File: src/rtl/sa_pkg.sv
// Shared systolic-array defaults and the packed result-vector type used by the
// input-skew feeder and the output deskew collector.
package sa_pkg;

    localparam int unsigned SA_SIZE       = 4;
    localparam int unsigned SA_ACC_WIDTH  = 16;
    localparam int unsigned SA_FIFO_DEPTH = 4;

    typedef logic [SA_SIZE-1:0][SA_ACC_WIDTH-1:0] acc_vec_t;

endpackage

File: src/rtl/sa_sync_fifo.sv
// Single-clock FIFO with occupancy count. A pop frees a slot in the same cycle,
// so push and pop together while full both succeed.
module sa_sync_fifo #(
    parameter int unsigned Width = 8,
    parameter int unsigned Depth = 4
) (
    input  logic                     clk_i,
    input  logic                     rst_ni,
    input  logic                     push_i,
    input  logic                     pop_i,
    input  logic [Width-1:0]         wdata_i,
    output logic [Width-1:0]         rdata_o,
    output logic                     full_o,
    output logic                     empty_o,
    output logic [$clog2(Depth):0]   level_o
);

    localparam int unsigned PtrW = $clog2(Depth);

    logic [Width-1:0] mem_q [Depth];
    logic [PtrW-1:0]  wr_ptr_q, rd_ptr_q;
    logic [PtrW:0]    count_q, count_d;
    logic             do_push, do_pop;

    assign full_o  = (count_q == (PtrW+1)'(Depth));
    assign empty_o = (count_q == '0);
    assign level_o = count_q;
    assign rdata_o = mem_q[rd_ptr_q];

    assign do_pop  = pop_i && !empty_o;
    assign do_push = push_i && (!full_o || do_pop);

    always_comb begin
        count_d = count_q;
        if (do_push && !do_pop) begin
            count_d = count_q + 1'b1;
        end else if (!do_push && do_pop) begin
            count_d = count_q - 1'b1;
        end
    end

    // Storage is reset so the head reads zero out of reset.
    always_ff @(posedge clk_i or negedge rst_ni) begin
        if (!rst_ni) begin
            for (int i = 0; i < Depth; i++) begin
                mem_q[i] <= '0;
            end
            wr_ptr_q <= '0;
            rd_ptr_q <= '0;
            count_q  <= '0;
        end else begin
            if (do_push) begin
                mem_q[wr_ptr_q] <= wdata_i;
                wr_ptr_q        <= wr_ptr_q + 1'b1;
            end
            if (do_pop) begin
                rd_ptr_q <= rd_ptr_q + 1'b1;
            end
            count_q <= count_d;
        end
    end

endmodule

File: src/rtl/sa_output_deskew.sv
// Realigns the staggered bottom-row partial sums into full-width vectors and
// queues them for downstream on a valid/ready handshake.
module sa_output_deskew
    import sa_pkg::*;
#(
    parameter int unsigned Size      = SA_SIZE,
    parameter int unsigned AccWidth  = SA_ACC_WIDTH,
    parameter int unsigned FifoDepth = SA_FIFO_DEPTH
) (
    input  logic                               clk_i,
    input  logic                               rst_ni,
    input  logic                               in_valid_i,
    input  logic [Size-1:0][AccWidth-1:0]      acc_in_i,
    output logic                               out_valid_o,
    input  logic                               out_ready_i,
    output logic [Size-1:0][AccWidth-1:0]      out_data_o,
    output logic [$clog2(FifoDepth):0]         level_o,
    output logic                               overflow_o,
    input  logic                               clr_overflow_i
);

    logic [Size-1:0][AccWidth-1:0] aligned;
    logic [Size-1:1]               vld_q;
    logic                          push, pop, full, empty, drop;
    logic                          overflow_q, overflow_d;

    always_ff @(posedge clk_i or negedge rst_ni) begin
        if (!rst_ni) begin
            vld_q <= '0;
        end else begin
            vld_q[1] <= in_valid_i;
            for (int k = 2; k < Size; k++) begin
                vld_q[k] <= vld_q[k-1];
            end
        end
    end

    // Column j arrives j cycles late, so it needs Size-1-j stages to line up.
    for (genvar j = 0; j < Size - 1; j++) begin : g_dly
        localparam int unsigned Stages = Size - 1 - j;
        logic [AccWidth-1:0] dly_q [Stages];

        always_ff @(posedge clk_i or negedge rst_ni) begin
            if (!rst_ni) begin
                for (int k = 0; k < Stages; k++) begin
                    dly_q[k] <= '0;
                end
            end else begin
                dly_q[0] <= acc_in_i[j];
                for (int k = 1; k < Stages; k++) begin
                    dly_q[k] <= dly_q[k-1];
                end
            end
        end

        assign aligned[j] = dly_q[Stages-1];
    end

    assign aligned[Size-1] = acc_in_i[Size-1];

    assign push        = vld_q[Size-1];
    assign out_valid_o = !empty;
    assign pop         = out_valid_o && out_ready_i;
    assign drop        = push && full && !pop;

    sa_sync_fifo #(
        .Width (Size * AccWidth),
        .Depth (FifoDepth)
    ) u_fifo (
        .clk_i   (clk_i),
        .rst_ni  (rst_ni),
        .push_i  (push),
        .pop_i   (pop),
        .wdata_i (aligned),
        .rdata_o (out_data_o),
        .full_o  (full),
        .empty_o (empty),
        .level_o (level_o)
    );

    always_comb begin
        overflow_d = overflow_q;
        if (drop) begin
            overflow_d = 1'b1;
        end else if (clr_overflow_i) begin
            overflow_d = 1'b0;
        end
    end

    always_ff @(posedge clk_i or negedge rst_ni) begin
        if (!rst_ni) begin
            overflow_q <= 1'b0;
        end else begin
            overflow_q <= overflow_d;
        end
    end

    assign overflow_o = overflow_q;

endmodule

File: config.mk
export PLATFORM = sky130hd
export DESIGN_NAME = sa_output_deskew
export DESIGN_NICKNAME = d
export VERILOG_FILES = /design/src/rtl/sa_pkg.sv /design/src/rtl/sa_sync_fifo.sv /design/src/rtl/sa_output_deskew.sv
export SDC_FILE = /design/constraint.sdc
export NUM_CORES = 1
export LEC_CHECK = 0
export BUFFER_PORTS_ARGS = -buffer_cell sky130_fd_sc_hd__buf_4
export CAP_MARGIN = 20
export CORE_ASPECT_RATIO = 0.8
export CORE_UTILIZATION = 51
export CTS_CLUSTER_DIAMETER = 120
export DETAILED_ROUTE_END_ITERATION = 10
export GPL_TIMING_DRIVEN = 0
export PLACE_DENSITY = 0.79
export REMOVE_ABC_BUFFERS = 1
export SLEW_MARGIN = 20
export SYNTH_ARGS = -nofsm -noshare
export SYNTH_HDL_FRONTEND = slang
export SYNTH_SLANG_ARGS = --single-unit
File: constraint.sdc
create_clock -name clk_i -period 2.6 [get_ports clk_i]
set_clock_uncertainty 0.15 [all_clocks]
set_input_delay 0.39 -clock clk_i [delete_from_list [all_inputs] [get_ports clk_i]]
set_output_delay 0.39 -clock clk_i [all_outputs]
set_load 0.01 [all_outputs]
Word-level counts from Yosys, hierarchy flattened
Index checks and enable logic that the tools add are counted.

Register bits after elaboration: 363. Input port bits: 69. Output and inout port bits: 69. Logic and storage cells: 52.

Add/subtract/negate cells: 4. Order comparisons: 3. Equality and inequality tests: 1. Multiplexer cells: 10. Bitwise operators: 2. Reduce and logical (&&, ||, !) cells: 17.

Operator list (count): bitwise mux 256 bit (1); 2-to-1 mux 64 bit (3); binary-select mux 64 bit (select 2 bit) (1); demux 64 bit (select 2 bit) (1); logical AND 1 bit (8); greater-or-equal comparator 3 bit (second input constant) (2); 2-to-1 mux 3 bit (2); inverter 2 -> 3 bit (2); zero test 1 bit (5); adder 2 x 1 -> 2 bit (second input constant) (2); nonzero test 2 bit (2); adder 3 x 1 -> 3 bit (second input constant) (1); == test 3 bit (second input constant) (1); zero test 3 bit (1); less-than comparator 3 x 1 -> 1 bit (second input constant) (1); subtractor 3 x 1 -> 3 bit (second input constant) (1); 2-to-1 mux 1 bit (2); logical OR 1 bit (1).

Depth between registers and ports, before layout
Word-level depth: 10. Gate-level depth with buffers: 8. Depth with buffers taken out: 8.

Modules after synthesis
A second synthesis with hierarchy kept.

Cells, all modules: 758. Area total of the unflattened synthesis: 14049.7 sq um.

By module, submodules not included: sa_sync_fifo (times used 1, cells an instance 653, area an instance 11509.8 sq um, sequential area each 6581.3 sq um); sa_output_deskew (times used 1, cells an instance 105, area an instance 2539.9 sq um, sequential area each 2502.4 sq um).

Worst setup path before layout
No wires, ideal clock.

Path kind: register -> register. From: reg u_fifo.count_q[1] (netlist: u_fifo.level_o[1]). To: reg u_fifo.count_q[1] (netlist: u_fifo.level_o[1]). Setup time: 125 ps. Data arrival time: 2086 ps. Data required time: 2325 ps. Path slack: 240 ps. Cell stages (with the launch flop): 7. Path buffers: 0. Clock period less this slack: 2360 ps. Cell sequence: dfrtp_1 -> nor4b_4 -> and2b_2 -> ha_1 -> inv_1 -> fa_1 -> mux2_2.

Elaborated cells between the ends (all ways): 17. Those cells by class: add/sub: 2; eq/ne: 1; mux: 2; reduce/logical: 12.

RTL lines: from (decl) (RTL line sa_sync_fifo.sv:22) `logic [PtrW:0] count_q, count_d;`; from (signal assigned) (RTL line sa_sync_fifo.sv:59) `count_q <= count_d;`; zero test 3 bit (RTL line sa_sync_fifo.sv:26) `assign empty_o = (count_q == '0);`; zero test 1 bit (RTL line sa_sync_fifo.sv:30, sa_output_deskew.sv:62); logical AND 1 bit (RTL line sa_output_deskew.sv:63) `assign pop = out_valid_o && out_ready_i;`; logical AND 1 bit (RTL line sa_sync_fifo.sv:30) `assign do_pop = pop_i && !empty_o;`; logical OR 1 bit * (RTL line sa_sync_fifo.sv:31) `assign do_push = push_i && (!full_o || do_pop);`; logical AND 1 bit * (RTL line sa_sync_fifo.sv:31); net u_fifo.do_push (RTL line sa_sync_fifo.sv:23) `logic do_push, do_pop;`; logical AND 1 bit * (RTL line sa_sync_fifo.sv:35) `if (do_push && !do_pop) begin`; 2-to-1 mux 3 bit * (RTL line sa_sync_fifo.sv:35); net u_fifo.count_d[1] (RTL line sa_sync_fifo.sv:22).

Mark *: on every way through the listed nets, which the timed path passes. The rest lies on a longest branch. The select of a mux whose other input is x is not followed. A chain may end at the register's enable or synchronous reset.

==> flow_metrics.env <==
export IMPL_status="finished clean"
export IMPL_powerDensity_mw_per_mm2=1320
export IMPL_synth_top_cell_by_area="dfrtp_1"
export IMPL_yosysUniqueCellTypes=20
export IMPL_drive_gt1_share_pct=54.4
export IMPL_ir_drop_v=0.000768
export IMPL_max_freq_ghz=0.393
export IMPL_critPathSlowestCell="dfrtp_4"
export IMPL_htreeDepth=2
export IMPL_pwr_share_seq_pct=38.6
export IMPL_die_w_um=187
export IMPL_power_share_switching_pct=28.7
export IMPL_ioPinCount=138
export IMPL_end_kind="output port"
export IMPL_crit_arrival_ns=2.01
export IMPL_ys_ff_latch=363
export IMPL_root_buffer="clkbuf_16"
export IMPL_route_detailed_drc=0
export IMPL_synth_area_leaders="dfrtp_1 65%, mux2_2 21%, mux4_2 10%"
export IMPL_synth_edff_count=0
export IMPL_combPwrFrac_pct=39.2
export IMPL_chipHeight_um=150
export IMPL_wl_met1_um=12200
export IMPL_critical_path_class="reg -> out"
export IMPL_final_nets=1066
export IMPL_via_per_inst=5.37
export IMPL_setup_violations_final=0
export IMPL_core_mm2=0.0267
export IMPL_critPathMaxStageDelay_ns=0.52
export IMPL_internal_power_uw=16800
export IMPL_drt_iter0_drc=276
export IMPL_ant_nets=0
export IMPL_drt_total_wl_um=26600
export IMPL_initial_utilization_pct=52.6
export IMPL_power_leakage_uw=0.00760
export IMPL_drv_slew=0
export IMPL_max_slew_margin_rel_pct=60.1
export IMPL_rows=53
export IMPL_grt_total_usage_pct=20.1
export IMPL_post_route_util_pct=66.5
export IMPL_hold_viol_final=0
export IMPL_globalplace_congestion=0.675
export IMPL_path_cells="buf_12, clkbuf_16, mux4_2, buf_4"
export IMPL_yosysWarnings=0
export IMPL_clkPwrFrac_pct=22.2
export IMPL_synth_top_area_share_pct=64.8
export IMPL_dieArea_mm2=0.0281
export IMPL_n_antenna_cell=0
export IMPL_numCtsBuffers=37
export IMPL_post_synth_top_count_cell="dfrtp_1"
export IMPL_cts_num_sinks=363
export IMPL_period_minus_slack_ns=2.55
export IMPL_clk_pin_slew_ns=0.06
export IMPL_postSynth_asyncResetShare_pct=100
export IMPL_avgSynthCellArea_um2=18.6
export IMPL_grt_pass1_wl_um=43800
export IMPL_insertion_delay_ns=0.51
export IMPL_synthFlopType="dfrtp_1"
export IMPL_clk_path_buf_depth=3
export IMPL_grt_pass1_vias=7953
export IMPL_vias=7364
export IMPL_io_buffer_count=137
export IMPL_place_area_mm2=0.0157
export IMPL_ys_top_cells_by_count="363 x dfrtp_1, 258 x mux2_2, 64 x mux4_2"
export IMPL_grt_overflow_total=0
export IMPL_path_delay_family="flip-flops"
export IMPL_design_area_mm2=0.0177
export IMPL_wl_met3_um=1210
export IMPL_wl_per_cell_um=19.4
export IMPL_area_delta_synth_final_pct=26.6
export IMPL_critical_path_startpoint_type="register"
export IMPL_netSwitchingPower_uw=6730
export IMPL_dpl_hpwl_um=15700
export IMPL_hold_class="in -> reg"
export IMPL_cp_required_ns=2.06
export IMPL_critical_path_max_fanout=7
export IMPL_syn_instance_count=755
export IMPL_drtPass1Iterations=4
export IMPL_worst_pin_slew_ns=0.597
export IMPL_ys_seq_area_share_pct=64.8
export IMPL_cts_tree="done"
export IMPL_finalCritPeriodShare_pct=98.0
export IMPL_wl_met2_um=12700
export IMPL_netlist_area_mm2=0.0140
export IMPL_maxCapViolations=0
export IMPL_maxUsedRoutingLayer="met4"
export IMPL_cp_num_buf_inv=3
export IMPL_antenna_found_initial=0
export IMPL_grt_max_degree=100
[stage by stage]
step | cells | setup slack, ns | TNS (ns) | total power [µW] | hold slack, ns
after floorplan | 717 | -1.23 | -184.89 | 14400 | -0.0556
after detailed placement | 1230 | -0.148 | -0.202 | 17900 | 0.151
after CTS | 1368 | -0.0438 | -0.480 | 23500 | 0.0174
after global routing | 1371 | -0.00532 | -0.0241 | 24800 | 0.0354
final | 1371 | 0.0526 | 0 | 23500 | 0.0409
after global placement | 1211 | -2.65 | -1504.87 | 17000 | 0.182
[flip-flops by register name, indices dropped and copies added, names as in the netlist]
name	count
u_fifo.rd_ptr_q	2
aligned	32
u_fifo.level_o	3
u_fifo.wr_ptr_q	2
g_dly.dly_q	64
vld_q	3
u_fifo.mem_q	256
overflow_o	1
[worst min-delay path: stages]
cell and delay [ns]:
buf_4 0.13, nand3_1 0.08, xnor2_1 0.06
[area by class of cell]
type / instances / area, µm²
Clock buffer: 54 / 1080
Clock inverter: 8 / 115
Fill cell: 1779 / 8920
Inverter: 4 / 15.0
Multi-Input combinational cell: 350 / 4600
Sequential cell: 363 / 9090
Tap cell: 357 / 447
Timing Repair Buffer: 235 / 2390
[final timing paths]
kind,endpoint,cells after the start,startpoint,slack [ns]
setup / recovery,out_data_o[18],4,u_fifo.rd_ptr_q[0],0.05
hold / removal,u_fifo.rd_ptr_q[1],3,out_ready_i,0.04
setup reg to reg,u_fifo.level_o[2],8,u_fifo.level_o[0],0.19
hold reg to reg,aligned[8],0,g_dly[0].dly_q[24],0.20
max in group asynchronous,u_fifo.mem_q[25],4,rst_ni,0.94
min in group asynchronous,g_dly[0].dly_q[25],2,rst_ni,0.21
[power by group through the flow]
| stage | registers (µW) | logic, µW | clock network [µW] |
|---|---|---|---|
| after floorplan | 9010 | 5360 | 0 |
| after global placement | 9380 | 7650 | 0 |
| after detailed placement | 9240 | 8680 | 0 |
| after CTS | 9050 | 9140 | 5350 |
| after global routing | 9360 | 9860 | 5610 |
| final | 9060 | 9210 | 5220 |
[placed cells by master (no fill, tap or decap)]
| cell type | n |
|---|---|
| clkbuf_1 | 8 |
| buf_4 | 134 |
| nand2_1 | 6 |
| ha_1 | 5 |
| nor4b_4 | 1 |
| dfrtp_4 | 2 |
| nor2_4 | 4 |
| clkinv_2 | 5 |
| fa_1 | 1 |
| inv_1 | 4 |
| buf_6 | 7 |
| clkbuf_16 | 39 |
| dfrtp_1 | 361 |
| nand3_1 | 1 |
| clkbuf_8 | 9 |
| mux4_2 | 64 |
| and2b_2 | 1 |
| buf_8 | 3 |
| or3_1 | 1 |
| buf_12 | 9 |
| mux2_2 | 258 |
| bufinv_16 | 3 |
| nor2_1 | 1 |
| buf_16 | 13 |
| o21ai_0 | 1 |
| xor2_1 | 2 |
| dlygate4sd3_1 | 67 |
| xnor2_1 | 4 |
[routing by layer]
layer	up-vias	GRT usage, %
met2	158	32.4
met4	0	5.53
li1	3230	-
met3	44	3.96
met5	-	0
met1	3932	28.1
[logic make-up (layout without fill, tap and decap cells)]
family	count (synthesis)	in the layout	share of synthesized area (%)
adders and majority gates	6	6	0.589
muxes	322	322	31.0
and+or+nand+nor	15	15	0.679
buffers and inverters	42	301	2.47
xor gates and xnor gates	6	6	0.375
DFF	363	363	64.8
AOI/OAI and AO/OA	1	1	0.0357
[what timing repair did]
item,4_1_cts,5_1_grt
hold buffers,67,0
setup endpoints to repair,66,31
setup buffers,8,1
endpoints found under the hold margin,196,0
pin swaps,1,0
cloned,1,2
resized for setup,0,10
Note: power is estimated with default switching activity, not from simulation.
